[config.mk]
export PLATFORM = sky130hd
export DESIGN_NAME = add16
export DESIGN_NICKNAME = d
export VERILOG_FILES = /design/src/rtl/add16.sv
export SDC_FILE = /design/constraint.sdc
export NUM_CORES = 1
export LEC_CHECK = 0
export BUFFER_PORTS_ARGS = -buffer_cell sky130_fd_sc_hd__buf_4
export CORE_MARGIN = 2
export CORE_UTILIZATION = 42
export CTS_BUF_LIST = sky130_fd_sc_hd__clkbuf_4 sky130_fd_sc_hd__clkbuf_8
export CTS_CLUSTER_SIZE = 20
export DETAILED_ROUTE_END_ITERATION = 16
export PLACE_DENSITY = 0.9
export RECOVER_POWER = 25
export SETUP_SLACK_MARGIN = 0.5
export SLEW_MARGIN = 25
export SYNTH_ARGS = -nofsm -noshare
export SYNTH_HDL_FRONTEND = slang
export SYNTH_SLANG_ARGS = --single-unit
[constraint.sdc]
create_clock -name clk -period 7.4 [get_ports clk]
set_clock_uncertainty 0.1 [all_clocks]
set_input_delay 0.37 -clock clk [delete_from_list [all_inputs] [get_ports clk]]
set_output_delay 0.37 -clock clk [all_outputs]
set_load 0.02 [all_outputs]
[src/rtl/add16.sv]
// Registered 16-bit ripple-carry adder; optional carry/overflow flags under ADD16_FLAGS_EN.
// Latency: 1 clk, one operand pair accepted every cycle.
// Backpressure: none; no handshake and no stall.
module add16 (
    input  logic        clk,
    input  logic        reset,
    input  logic [15:0] a,
    input  logic [15:0] b,
    output logic [15:0] out
`ifdef ADD16_FLAGS_EN
    ,
    output logic        carry,
    output logic        overflow
`endif
);

    // c[i] is the carry into bit i; bit 0 is a half adder, so its carry-in is implicitly 0
    logic [15:0] sum;
    logic [15:1] c;

    assign sum[0] = a[0] ^ b[0];
    assign c[1]   = a[0] & b[0];

    for (genvar i = 1; i < 15; i++) begin : g_fa
        assign sum[i] = a[i] ^ b[i] ^ c[i];
        assign c[i+1] = (a[i] & b[i]) | (c[i] & (a[i] ^ b[i]));
    end

    assign sum[15] = a[15] ^ b[15] ^ c[15];

`ifdef ADD16_FLAGS_EN
    logic cout15;
    logic ovf;

    assign cout15 = (a[15] & b[15]) | (c[15] & (a[15] ^ b[15]));
    assign ovf    = (a[15] == b[15]) && (sum[15] != a[15]);

    always_ff @(posedge clk) begin
        if (reset) begin
            carry    <= 1'b0;
            overflow <= 1'b0;
        end else begin
            carry    <= cout15;
            overflow <= ovf;
        end
    end
`endif

    always_ff @(posedge clk) begin
        if (reset) begin
            out <= 16'h0000;
        end else begin
            out <= sum;
        end
    end

endmodule

==> parameters.txt, run 1 <==
Parameter                              Value

STA
  Number of hold violations in the final report ... 0
  Pin slew with the least headroom to its limit ... approximately 0.27 ns
  Slew margin rel. ... 0.8213
  RSZ-0062 raised after global routing ... false
  Final sum of negative setup slack ... 0 ns
  Fmax ... roughly 0.16 GHz
  Final worst path period share ... 0.8586
  Final count of pins violating max slew ... 0
  Time the worst path needs with I/O delays and setup ... ~6.4 ns
  Setup violations, final ... 0
  Post-route worst setup slack ... around 1.0 ns

Clock tree
  TritonCTS Buffers ... 3
  Total of hold buffers inserted after clock tree synthesis ... 0
  Number of clock sinks ... 16
  TritonCTS clock tree ... built
  Cells resized by post-CTS repair ... 0
  H-tree levels ... 1
  Buffer cell driving the clock tree root ... sky130_fd_sc_hd__clkbuf_4
  CTS clock-pin slew for the worst setup and hold paths ... roughly 0.08 ns
  Total setup buffers inserted after CTS ... 0
  Maximum buffer depth of the clock tree ... 2

Placement
  Total placed cells including tap cells ... ~130
  Detailed Place HPWL ... 1310 um
  Routability Congestion ... roughly 0.66
  IO Port Bufs ... 49
  Pre-CTS setup slack ... 0.7575 ns

Logic synthesis
  Yosys top cell by area ... sky130_fd_sc_hd__dfxtp_1
  Syn Area/Cell ... 14.21 sq um
  Distinct cell type count after synthesis ... 9
  Most frequently used cell type in the post-synthesis netlist ... sky130_fd_sc_hd__dfxtp_1
  Total nets after synthesis ... about 100
  Share of the yosys chip area belonging to registers ... 0.4252
  Proportion of synthesized flip-flops having asynchronous set or reset ... 0
  Post-synthesis cell count ... 53
  Yosys warning total ... 0
  Largest cells by area after synthesis ... sky130_fd_sc_hd__dfxtp_1, sky130_fd_sc_hd__fa_1, sky130_fd_sc_hd__nor2b_1, sky130_fd_sc_hd__xnor3_1, sky130_fd_sc_hd__inv_1
  Synth cell count leaders ... sky130_fd_sc_hd__dfxtp_1, sky130_fd_sc_hd__fa_1, sky130_fd_sc_hd__nor2b_1
  Netlist Area Pre-Place ... ~750 sq um
  Number of storage elements in the synthesis netlist ... 16
  Area share of the largest cell type after synthesis ... 0.4252
  Number of synthesized flops with an enable pin ... 0
  Predominant post-synthesis flop cell ... sky130_fd_sc_hd__dfxtp_1

Power
  Post-layout power ... between 0.0002 and 0.00025 W
  Worst vdd ir ... around 110 uV
  Leakage power ... about 0.55 nW
  PwrDens ... 185.6 mW/mm^2

Drt
  Wirelength per Cell ... 11.42 um
  Number of DRC violations after detailed routing ... 0
  First-pass iteration count of the detailed router ... 2
  Iter 0 DRT Violations ... 3
  Wire length after detailed routing ... approximately 1500 um
  Detail Route Antenna Nets ... 0
  Vias after detailed routing ... 552
  Vias per inst ... about 4.3

Worst setup path
  Kind of end point of the critical path ... register
  Worst path required time ... roughly 7.5 ns
  Classification of the worst setup path ... input port to register
  Critical Path AT ... approximately 6.4 ns
  Category of the worst setup path launch point ... input port
  Critical path fanouts, max ... 1

Outcome
  Outcome ... completed

Cells and area
  Antenna diode count ... 0
  Fraction of final layout cells sized beyond drive strength 1 ... 0.4519
  Largest registers ranked by flip-flop count ... out x16
  Filler Cells Inserted ... between 100 and 150
  Top reg by flops ... out
  Relative area change from synthesis to final layout ... 52.33%
  Post-layout instance count excluding filler cells ... between 100 and 150
  Max reg flops ... 16
  Nets ... approximately 160

GRT
  Most congested layer reported by global routing ... met2
  First-pass GRT wire length ... between 2000 and 2500 um
  Largest net degree at the start of global routing ... 17
  Number of antenna violations at the first check in global routing ... 0
  GR Overflow Total ... 0
  Overall Global Routing Usage ... 0.1631
  Vias in the first global route ... 585
  Global-route met2 utilization ... 0.3111
  Met1 GRT Util ... 0.1645
  GR Util met3 ... 0.05098

Floorplan
  Full die area ... roughly 0.0021 sq mm
  Number of core rows ... 15
  Overall die height ... between 40 and 50 um
  Chip Width ... between 40 and 50 um
  Number of top-level pins ... 50
  Core area ... 0.001708 sq mm
  Initial core utilization ... 0.4410

Flow run
  Max-cap viol count ... 0

Worst hold path
  Path class of the lowest-slack min-delay path ... input port to register
## metrics by stage
step / utilization / hold WS (ns) / instance area (sq um)
finish: 0.6718 / 0.2739 / 1147
CTS: 0.6850 / 0.2699 / 1170
global placement: 0.6718 / 0.5664 / 1147
floorplan: - / 0.3416 / 753.2
detailed placement: 0.6718 / 0.5717 / 1147
global route: 0.6718 / 0.2818 / 1147
## critical path, cell delays in order
cell and delay [ns]:
sky130_fd_sc_hd__clkbuf_4 0.11, sky130_fd_sc_hd__ha_1 0.20, sky130_fd_sc_hd__fa_1 0.35, sky130_fd_sc_hd__inv_1 0.09, sky130_fd_sc_hd__fa_1 0.17, sky130_fd_sc_hd__inv_1 0.05
sky130_fd_sc_hd__fa_1 0.37, sky130_fd_sc_hd__fa_1 0.39, sky130_fd_sc_hd__fa_1 0.39, sky130_fd_sc_hd__fa_1 0.40, sky130_fd_sc_hd__fa_1 0.39, sky130_fd_sc_hd__fa_1 0.39
sky130_fd_sc_hd__fa_1 0.39, sky130_fd_sc_hd__fa_1 0.40, sky130_fd_sc_hd__fa_1 0.39, sky130_fd_sc_hd__fa_1 0.39, sky130_fd_sc_hd__fa_1 0.39, sky130_fd_sc_hd__fa_1 0.38
sky130_fd_sc_hd__xnor3_1 0.40, sky130_fd_sc_hd__nor2_2 0.03
## logic make-up after synthesis
kind of cell	synth area share
DFF	0.4253
xor gates and xnor gates	0.02990
adders and majority gates	0.3887
and+or+nand+nor	0.1296
buffers and inverters	0.02657
## worst paths after layout
check	startpoint	end	cells after the start
max	a[0]	out[15]$_SDFF_PP0_	20
min	reset	out[2]$_SDFF_PP0_	2
## placed cells by master (no fill, tap or decap), drive strengths merged
cell / Yosys / layout
ha: 1 / 1
inv: 4 / 4
clkbuf: 0 / 10
fa: 14 / 14
buf: 1 / 42
xnor3: 1 / 1
dfxtp: 16 / 16
nor2: 2 / 2
nor2b: 14 / 14
## power by group
| group | leakage, nW | internal (W) | total (W) | switching, W |
|---|---|---|---|---|
| Sequential | 0.133 | 0.0000971 | 0.0000998 | 0.00000274 |
| Clock | 0.0138 | 0.0000188 | 0.0000432 | 0.0000244 |
| Combinational | 0.398 | 0.0000363 | 0.0000699 | 0.0000336 |
## per-layer routing
metal / part of all wire / vias up
li1: - / 259
met1: 0.32 / 258
met2: 0.57 / 35
met3: 0.12 / 0
met4: 0 / 0
met5: 0 / -
## layout make-up
class | count | area [sq um] | area share
clock buffers | 3 | 22.52 | 0.01963
inverters | 4 | 15.01 | 0.01309
multi-input cells | 32 | 412.9 | 0.3599
flip-flops and latches | 16 | 320.3 | 0.2792
well taps | 25 | 31.28 | 0.02726
repair buffers | 49 | 345.3 | 0.3010
No activity file was read; power rests on OpenSTA's default activity.
==> run 2, diff against run 1 <==
Settings changed: CORE_UTILIZATION 42 to 40, CTS_BUF_LIST sky130_fd_sc_hd__clkbuf_4 sky130_fd_sc_hd__clkbuf_8 to default, PLACE_DENSITY 0.9 to 0.87.
==> run 2 against run 1 <==
Effect of this change:
- hold slack better by 0.0096 ns
- first-iteration DRC count up 33%
- fmax up 0.48%
- core utilization down 1.4 points
- critical path depth unchanged
- non-clock buffer count unchanged
==> parameters.txt, run 2 (synthesis gave the netlist of run 1 again) <==
Parameter                              Value

Cells and area
  Largest registers ranked by flip-flop count ... out x16 (unchanged)
  Antenna diode count ... 0 (unchanged)
  Most common library cell in the layout ignoring fill and taps ... sky130_fd_sc_hd__buf_4 (unchanged)
  Summed area of non-filler cells in the final layout ... 0.001147 sq mm (unchanged)
  Top reg by flops ... out (unchanged)
  Relative area change from synthesis to final layout ... 52.33% (unchanged)
  Fraction of final layout cells sized beyond drive strength 1 ... 0.4519 (unchanged)
  Filler Cells Inserted ... 151 (was 139)
  Multi-input logic area ... 412.9 sq um (unchanged)
  Footprint of the flip-flops and latches ... 320.3 sq um (unchanged)
  Max reg flops ... 16 (unchanged)
  Nets ... 155 (unchanged)
  Commonest non-fill, non-tap cells in the layout ... sky130_fd_sc_hd__buf_4, sky130_fd_sc_hd__dfxtp_1, sky130_fd_sc_hd__nor2b_1, sky130_fd_sc_hd__fa_1, sky130_fd_sc_hd__clkbuf_1 (unchanged)

Clock tree
  Maximum buffer depth of the clock tree ... 2 (unchanged)
  Cells resized by post-CTS repair ... 0 (unchanged)
  Total setup buffers inserted after CTS ... 0 (unchanged)
  Buffer cell driving the clock tree root ... sky130_fd_sc_hd__clkbuf_4 (unchanged)
  Number of clock sinks ... 16 (unchanged)
  H-tree levels ... 1 (unchanged)
  CTS clock-pin slew for the worst setup and hold paths ... 0.08 ns (about the same)
  TritonCTS Buffers ... 3 (unchanged)
  TritonCTS clock tree ... built (unchanged)
  Total of hold buffers inserted after clock tree synthesis ... 0 (unchanged)

Worst setup path
  Crit-path cells ... clkbuf_4 > ha_1 > fa_1 > inv_1 > fa_1 > inv_1 > fa_1 > fa_1 > fa_1 > fa_1 > fa_1 > fa_1 > fa_1 > fa_1 > fa_1 > fa_1 > fa_1 > fa_1 > xnor3_1 > nor2_2 (unchanged)
  Critical Path AT ... 6.39 ns (was 6.43 ns)
  Critical path's slowest cell ... sky130_fd_sc_hd__fa_1 (unchanged)
  Worst path depth ... 20 (unchanged)
  Critical path fanouts, max ... 1 (unchanged)
  WP buf/inv ... 3 (unchanged)
  Delay of the slowest cell on the worst path ... 0.39 ns (was 0.40 ns)
  Kind of end point of the critical path ... register (unchanged)
  Beginning of the critical path ... a[0] (unchanged)
  Most used cell, CP ... sky130_fd_sc_hd__fa_1 (unchanged)
  Worst path required time ... 7.47 ns (about the same)
  Category of the worst setup path launch point ... input port (unchanged)
  CP top delay family ... adder cells (unchanged)
  Classification of the worst setup path ... input port to register (unchanged)

STA
  Time the worst path needs with I/O delays and setup ... 6.323 ns (was 6.353 ns)
  Final worst path period share ... 0.8545 (was 0.8586)
  Slew margin rel. ... 0.8220 (was 0.8213)
  Setup violations, final ... 0 (unchanged)
  Fmax ... 0.1582 GHz (was 0.1574 GHz)
  Pin slew with the least headroom to its limit ... 0.2682 ns (was 0.2692 ns)
  Number of hold violations in the final report ... 0 (unchanged)
  Worst hold-check slack ... 0.2835 ns (was 0.2739 ns)
  RSZ-0062 raised after global routing ... false (unchanged)
  Final sum of negative setup slack ... 0 ns (unchanged)
  Final count of pins violating max slew ... 0 (unchanged)

Drt
  First-pass iteration count of the detailed router ... 2 (unchanged)
  Vias after detailed routing ... 539 (was 552)
  Wire length after detailed routing ... 1337 um (was 1473 um)
  Number of DRC violations after detailed routing ... 0 (unchanged)
  Detail Route Antenna Nets ... 0 (unchanged)
  Iter 0 DRT Violations ... 4 (was 3)
  Wirelength per Cell ... 10.36 um (was 11.42 um)
  Vias per inst ... 4.178 (was 4.279)

Power
  Relative contribution of the clock network to total power ... 0.200 (was 0.203)
  Total internal power ... 0.0001518 W (was 0.0001522 W)
  Portion of total power attributed to sequential cells ... 0.473 (was 0.469)
  Net load switching power ... 0.00005920 W (was 0.00006076 W)
  Relative contribution of combinational cells to total power ... 0.327 (was 0.328)
  Worst vdd ir ... 81.05 uV (was 110.7 uV)
  Sw Ratio ... 0.2805 (was 0.2853)
  PwrDens ... 183.9 mW/mm^2 (was 185.6 mW/mm^2)
  Leakage power ... 0.5453 nW (unchanged)

Outcome
  Outcome ... completed (unchanged)

Floorplan
  Overall die height ... 47.40 um (was 46.35 um)
  Full die area ... 0.002246 sq mm (was 0.002148 sq mm)
  Core area ... 0.001745 sq mm (was 0.001708 sq mm)
  Number of top-level pins ... 50 (unchanged)
  Initial core utilization ... 0.4315 (was 0.4410)
  Chip Width ... 47.40 um (was 46.35 um)
  Number of core rows ... 15 (unchanged)

Placement
  IO Port Bufs ... 49 (unchanged)
  Detailed Place HPWL ... 1187 um (was 1310 um)
  Routability Congestion ... 0.6370 (was 0.6585)
  Area post-placement ... 0.001147 sq mm (unchanged)

GRT
  Overall Global Routing Usage ... 0.1385 (was 0.1631)
  First-pass GRT wire length ... 2125 um (was 2373 um)
  GR Overflow Total ... 0 (unchanged)
  Number of antenna violations at the first check in global routing ... 0 (unchanged)
  Largest net degree at the start of global routing ... 17 (unchanged)
  Vias in the first global route ... 537 (was 585)

Worst hold path
  Path class of the lowest-slack min-delay path ... input port to register (unchanged)
  Number of instances on the worst hold path ... 2 (unchanged)
  Min-Delay Endpoint ... out[15]$_SDFF_PP0_ (was out[2]$_SDFF_PP0_)
  Hold path startpoint ... reset (unchanged)

Flow run
  Max-cap viol count ... 0 (unchanged)
## run 2: power groups by stage
stage | Clock [W] | Combinational (W) | Sequential [W]
floorplan | 0 | 0.0000216 | 0.000116
global placement | 0 | 0.0000718 | 0.000102
detailed placement | 0 | 0.0000732 | 0.000102
CTS | 0.0000441 | 0.0000737 | 0.000100
global route | 0.0000478 | 0.0000773 | 0.000101
finish | 0.0000422 | 0.0000689 | 0.0000999
## run 2: cell type report
cell class	count	share of cell area
Multi-Input combinational cell	32	0.3599
Tap cell	25	0.02726
Timing Repair Buffer	49	0.3010
Clock buffer	3	0.01963
Sequential cell	16	0.2792
Inverter	4	0.01309
## run 2: worst max path at each step
stage	slack [ns]	endpoint
after floorplan	1.10	out[15]$_SDFF_PP0_
after global placement	0.82	out[15]$_SDFF_PP0_
after detailed placement	0.77	out[15]$_SDFF_PP0_
after CTS	1.06	out[15]$_SDFF_PP0_
after global routing	0.86	out[15]$_SDFF_PP0_
final	1.08	out[15]$_SDFF_PP0_
## run 2: metal layers
metal	up-vias	track usage	share of wire	wire length, um
li1	261	-	-	-
met1	242	0.1754	0.37	497
met2	34	0.2297	0.49	656
met3	2	0.03462	0.13	175
met4	0	0.05000	0.0060	8
met5	-	0	0	0
## run 2: per-stage QoR
step / cells / power [W] / worst slack, ns / utilization
after CTS: 129 / 0.0002181 / 1.063 / 0.6703
after global routing: 129 / 0.0002262 / 0.8613 / 0.6573
after detailed placement: 126 / 0.0001754 / 0.7702 / 0.6573
after global placement: 126 / 0.0001736 / 0.8204 / 0.6573
after floorplan: 53 / 0.0001377 / 1.099 / -
final: 129 / 0.0002110 / 1.077 / 0.6573
==> run 3, diff against run 2 <==
Settings changed: CORE_UTILIZATION 40 to 43, PLACE_DENSITY 0.87 to 0.92.
Clock period 7.4 ns to 7.3 ns, I/O delays scaled along.
==> run 3 against run 2 <==
Effect of this change:
- sequential power barely moved
- sequential share of layout area decreased by 0.091 points
- hold slack got worse by 0.029 ns
- flip-flop and latch count stayed put
- global-route usage increased by 1.8 points
- setup slack got worse by 0.13 ns
- critical path type unchanged
==> parameters.txt, run 3 (synthesis gave the netlist of run 1 again) <==
Parameter                              Value

Drt
  Iter 0 DRT Violations ... 0 (was 4)
  Detail Route Antenna Nets ... 0 (unchanged)
  Wirelength per Cell ... 11.96 um (was 10.36 um)
  Wire length after detailed routing ... 1459 um (was 1337 um)
  Number of DRC violations after detailed routing ... 0 (unchanged)
  Vias after detailed routing ... 547 (was 539)
  First-pass iteration count of the detailed router ... 1 (was 2)
  Vias per inst ... 4.484 (was 4.178)

Cells and area
  Relative area change from synthesis to final layout ... 52.82% (was 52.33%)
  Most common library cell in the layout ignoring fill and taps ... sky130_fd_sc_hd__buf_4 (unchanged)
  Nets ... 155 (unchanged)
  Max reg flops ... 16 (unchanged)
  Commonest non-fill, non-tap cells in the layout ... sky130_fd_sc_hd__buf_4, sky130_fd_sc_hd__dfxtp_1, sky130_fd_sc_hd__nor2b_1, sky130_fd_sc_hd__fa_1, sky130_fd_sc_hd__clkbuf_1 (unchanged)
  Antenna diode count ... 0 (unchanged)
  Post-layout util ... 0.6815 (was 0.6573)
  Filler Cells Inserted ... 139 (was 151)
  Fraction of final layout cells sized beyond drive strength 1 ... 0.4571 (was 0.4519)
  Top reg by flops ... out (unchanged)
  Largest registers ranked by flip-flop count ... out x16 (unchanged)
  Post-layout instance count excluding filler cells ... 122 (was 129)

Flow run
  Max-cap viol count ... 0 (unchanged)

Outcome
  Outcome ... completed (unchanged)

Worst hold path
  Hold path startpoint ... reset (unchanged)
  Path class of the lowest-slack min-delay path ... input port to register (unchanged)

Worst setup path
  Critical Path AT ... 6.44 ns (was 6.39 ns)
  Most used cell, CP ... sky130_fd_sc_hd__fa_1 (unchanged)
  Kind of end point of the critical path ... register (unchanged)
  Classification of the worst setup path ... input port to register (unchanged)
  Delay of the slowest cell on the worst path ... 0.40 ns (was 0.39 ns)
  Critical path's slowest cell ... sky130_fd_sc_hd__fa_1 (unchanged)
  CP top delay family ... adder cells (unchanged)
  Critical path fanouts, max ... 1 (unchanged)
  Beginning of the critical path ... a[0] (unchanged)
  WP buf/inv ... 3 (unchanged)
  Worst path required time ... 7.39 ns (was 7.47 ns)
  Crit-path cells ... clkbuf_4 > ha_1 > fa_1 > inv_1 > fa_1 > inv_1 > fa_1 > fa_1 > fa_1 > fa_1 > fa_1 > fa_1 > fa_1 > fa_1 > fa_1 > fa_1 > fa_1 > fa_1 > xnor3_1 > nor2_2 (unchanged)
  Category of the worst setup path launch point ... input port (unchanged)

GRT
  Overall Global Routing Usage ... 0.1561 (was 0.1385)
  Largest net degree at the start of global routing ... 17 (unchanged)
  GR Overflow Total ... 0 (unchanged)
  Vias in the first global route ... 587 (was 537)
  First-pass GRT wire length ... 2277 um (was 2125 um)
  Number of antenna violations at the first check in global routing ... 0 (unchanged)

STA
  Final count of pins violating max slew ... 0 (unchanged)
  Pin slew with the least headroom to its limit ... 0.2637 ns (was 0.2682 ns)
  Final sum of negative setup slack ... 0 ns (unchanged)
  Time the worst path needs with I/O delays and setup ... between 6 and 7 ns
  Final worst path period share ... 0.8705
  Fmax ... 0.1574 GHz
  Slew margin rel. ... 0.8250 (was 0.8220)
  Number of hold violations in the final report ... 0 (unchanged)
  Setup violations, final ... 0 (unchanged)
  RSZ-0062 raised after global routing ... false (unchanged)

Clock tree
  Total of hold buffers inserted after clock tree synthesis ... 0 (unchanged)
  Cells resized by post-CTS repair ... 0 (unchanged)
  Number of clock sinks ... 16 (unchanged)
  Maximum buffer depth of the clock tree ... 2 (unchanged)
  CTS clock-pin slew for the worst setup and hold paths ... 0.10 ns (was 0.08 ns)
  TritonCTS Buffers ... 3 (unchanged)
  Buffer cell driving the clock tree root ... sky130_fd_sc_hd__clkbuf_4 (unchanged)
  H-tree levels ... 1 (unchanged)
  Total setup buffers inserted after CTS ... 0 (unchanged)
  TritonCTS clock tree ... built (unchanged)

Power
  PwrDens ... 199.4 mW/mm^2 (was 183.9 mW/mm^2)
  Leakage power ... 0.5525 nW (was 0.5453 nW)
  Worst vdd ir ... 111.3 uV (was 81.05 uV)

Floorplan
  Initial core utilization ... 0.4459 (was 0.4315)
  Overall die height ... 45.86 um (was 47.40 um)
  Number of top-level pins ... 50 (unchanged)
  Chip Width ... 45.86 um (was 47.40 um)
  Core area ... 0.001689 sq mm (was 0.001745 sq mm)
  Full die area ... 0.002103 sq mm (was 0.002246 sq mm)
  Number of core rows ... 15 (unchanged)

Placement
  Detailed Place HPWL ... 1252 um (was 1187 um)
  Routability Congestion ... 0.6463 (was 0.6370)
  IO Port Bufs ... 49 (unchanged)
  Total placed cells including tap cells ... 118 (was 126)
==> run 3: cell count changes in the layout (fill, tap and decap cells not counted) <==
cell,before,now
sky130_fd_sc_hd__clkbuf_8,0,1
==> run 3: final timing paths <==
path                              to  slack (ns)  depth (start not counted)
setup / recovery  out[15]$_SDFF_PP0_        0.95                         20
hold / removal    out[15]$_SDFF_PP0_        0.25                          2
==> run 3: routing by layer <==
| layer | share of wire | GRT usage | up-vias |
|---|---|---|---|
| li1 | - | - | 262 |
| met1 | 0.34 | 0.1671 | 250 |
| met2 | 0.56 | 0.2889 | 33 |
| met3 | 0.093 | 0.03175 | 2 |
| met4 | 0.0048 | 0.06857 | 0 |
| met5 | 0 | 0 | - |
==> run 3: layout make-up <==
class	instances	area [sq um]	area share
tap	17	21.27	0.01848
sequential	16	320.3	0.2783
multi-input combinational	32	412.9	0.3587
timing repair buffer	49	345.3	0.3000
clock buffer	4	36.28	0.03152
inverter	4	15.01	0.01304
==> run 3: report_power, final <==
| group | switching, W | internal [W] | total, W |
|---|---|---|---|
| clock | 0.0000275 | 0.0000303 | 0.0000578 |
| combinational | 0.0000340 | 0.0000367 | 0.0000706 |
| sequential | 0.00000269 | 0.0000984 | 0.000101 |
==> run 3: metrics by stage <==
| step | area, sq um | hold WS, ns | setup WS [ns] | power (W) |
|---|---|---|---|---|
| final | 1151 | 0.2546 | 0.9456 | 0.0002295 |
| after CTS | 1174 | 0.2531 | 0.9025 | 0.0002372 |
| after global routing | 1151 | 0.2619 | 0.7135 | 0.0002447 |
| after detailed placement | 1137 | 0.5650 | 0.5946 | 0.0001788 |
| after global placement | 1137 | 0.5613 | 0.6990 | 0.0001757 |
| after floorplan | 753.2 | 0.3366 | 1.004 | 0.0001396 |
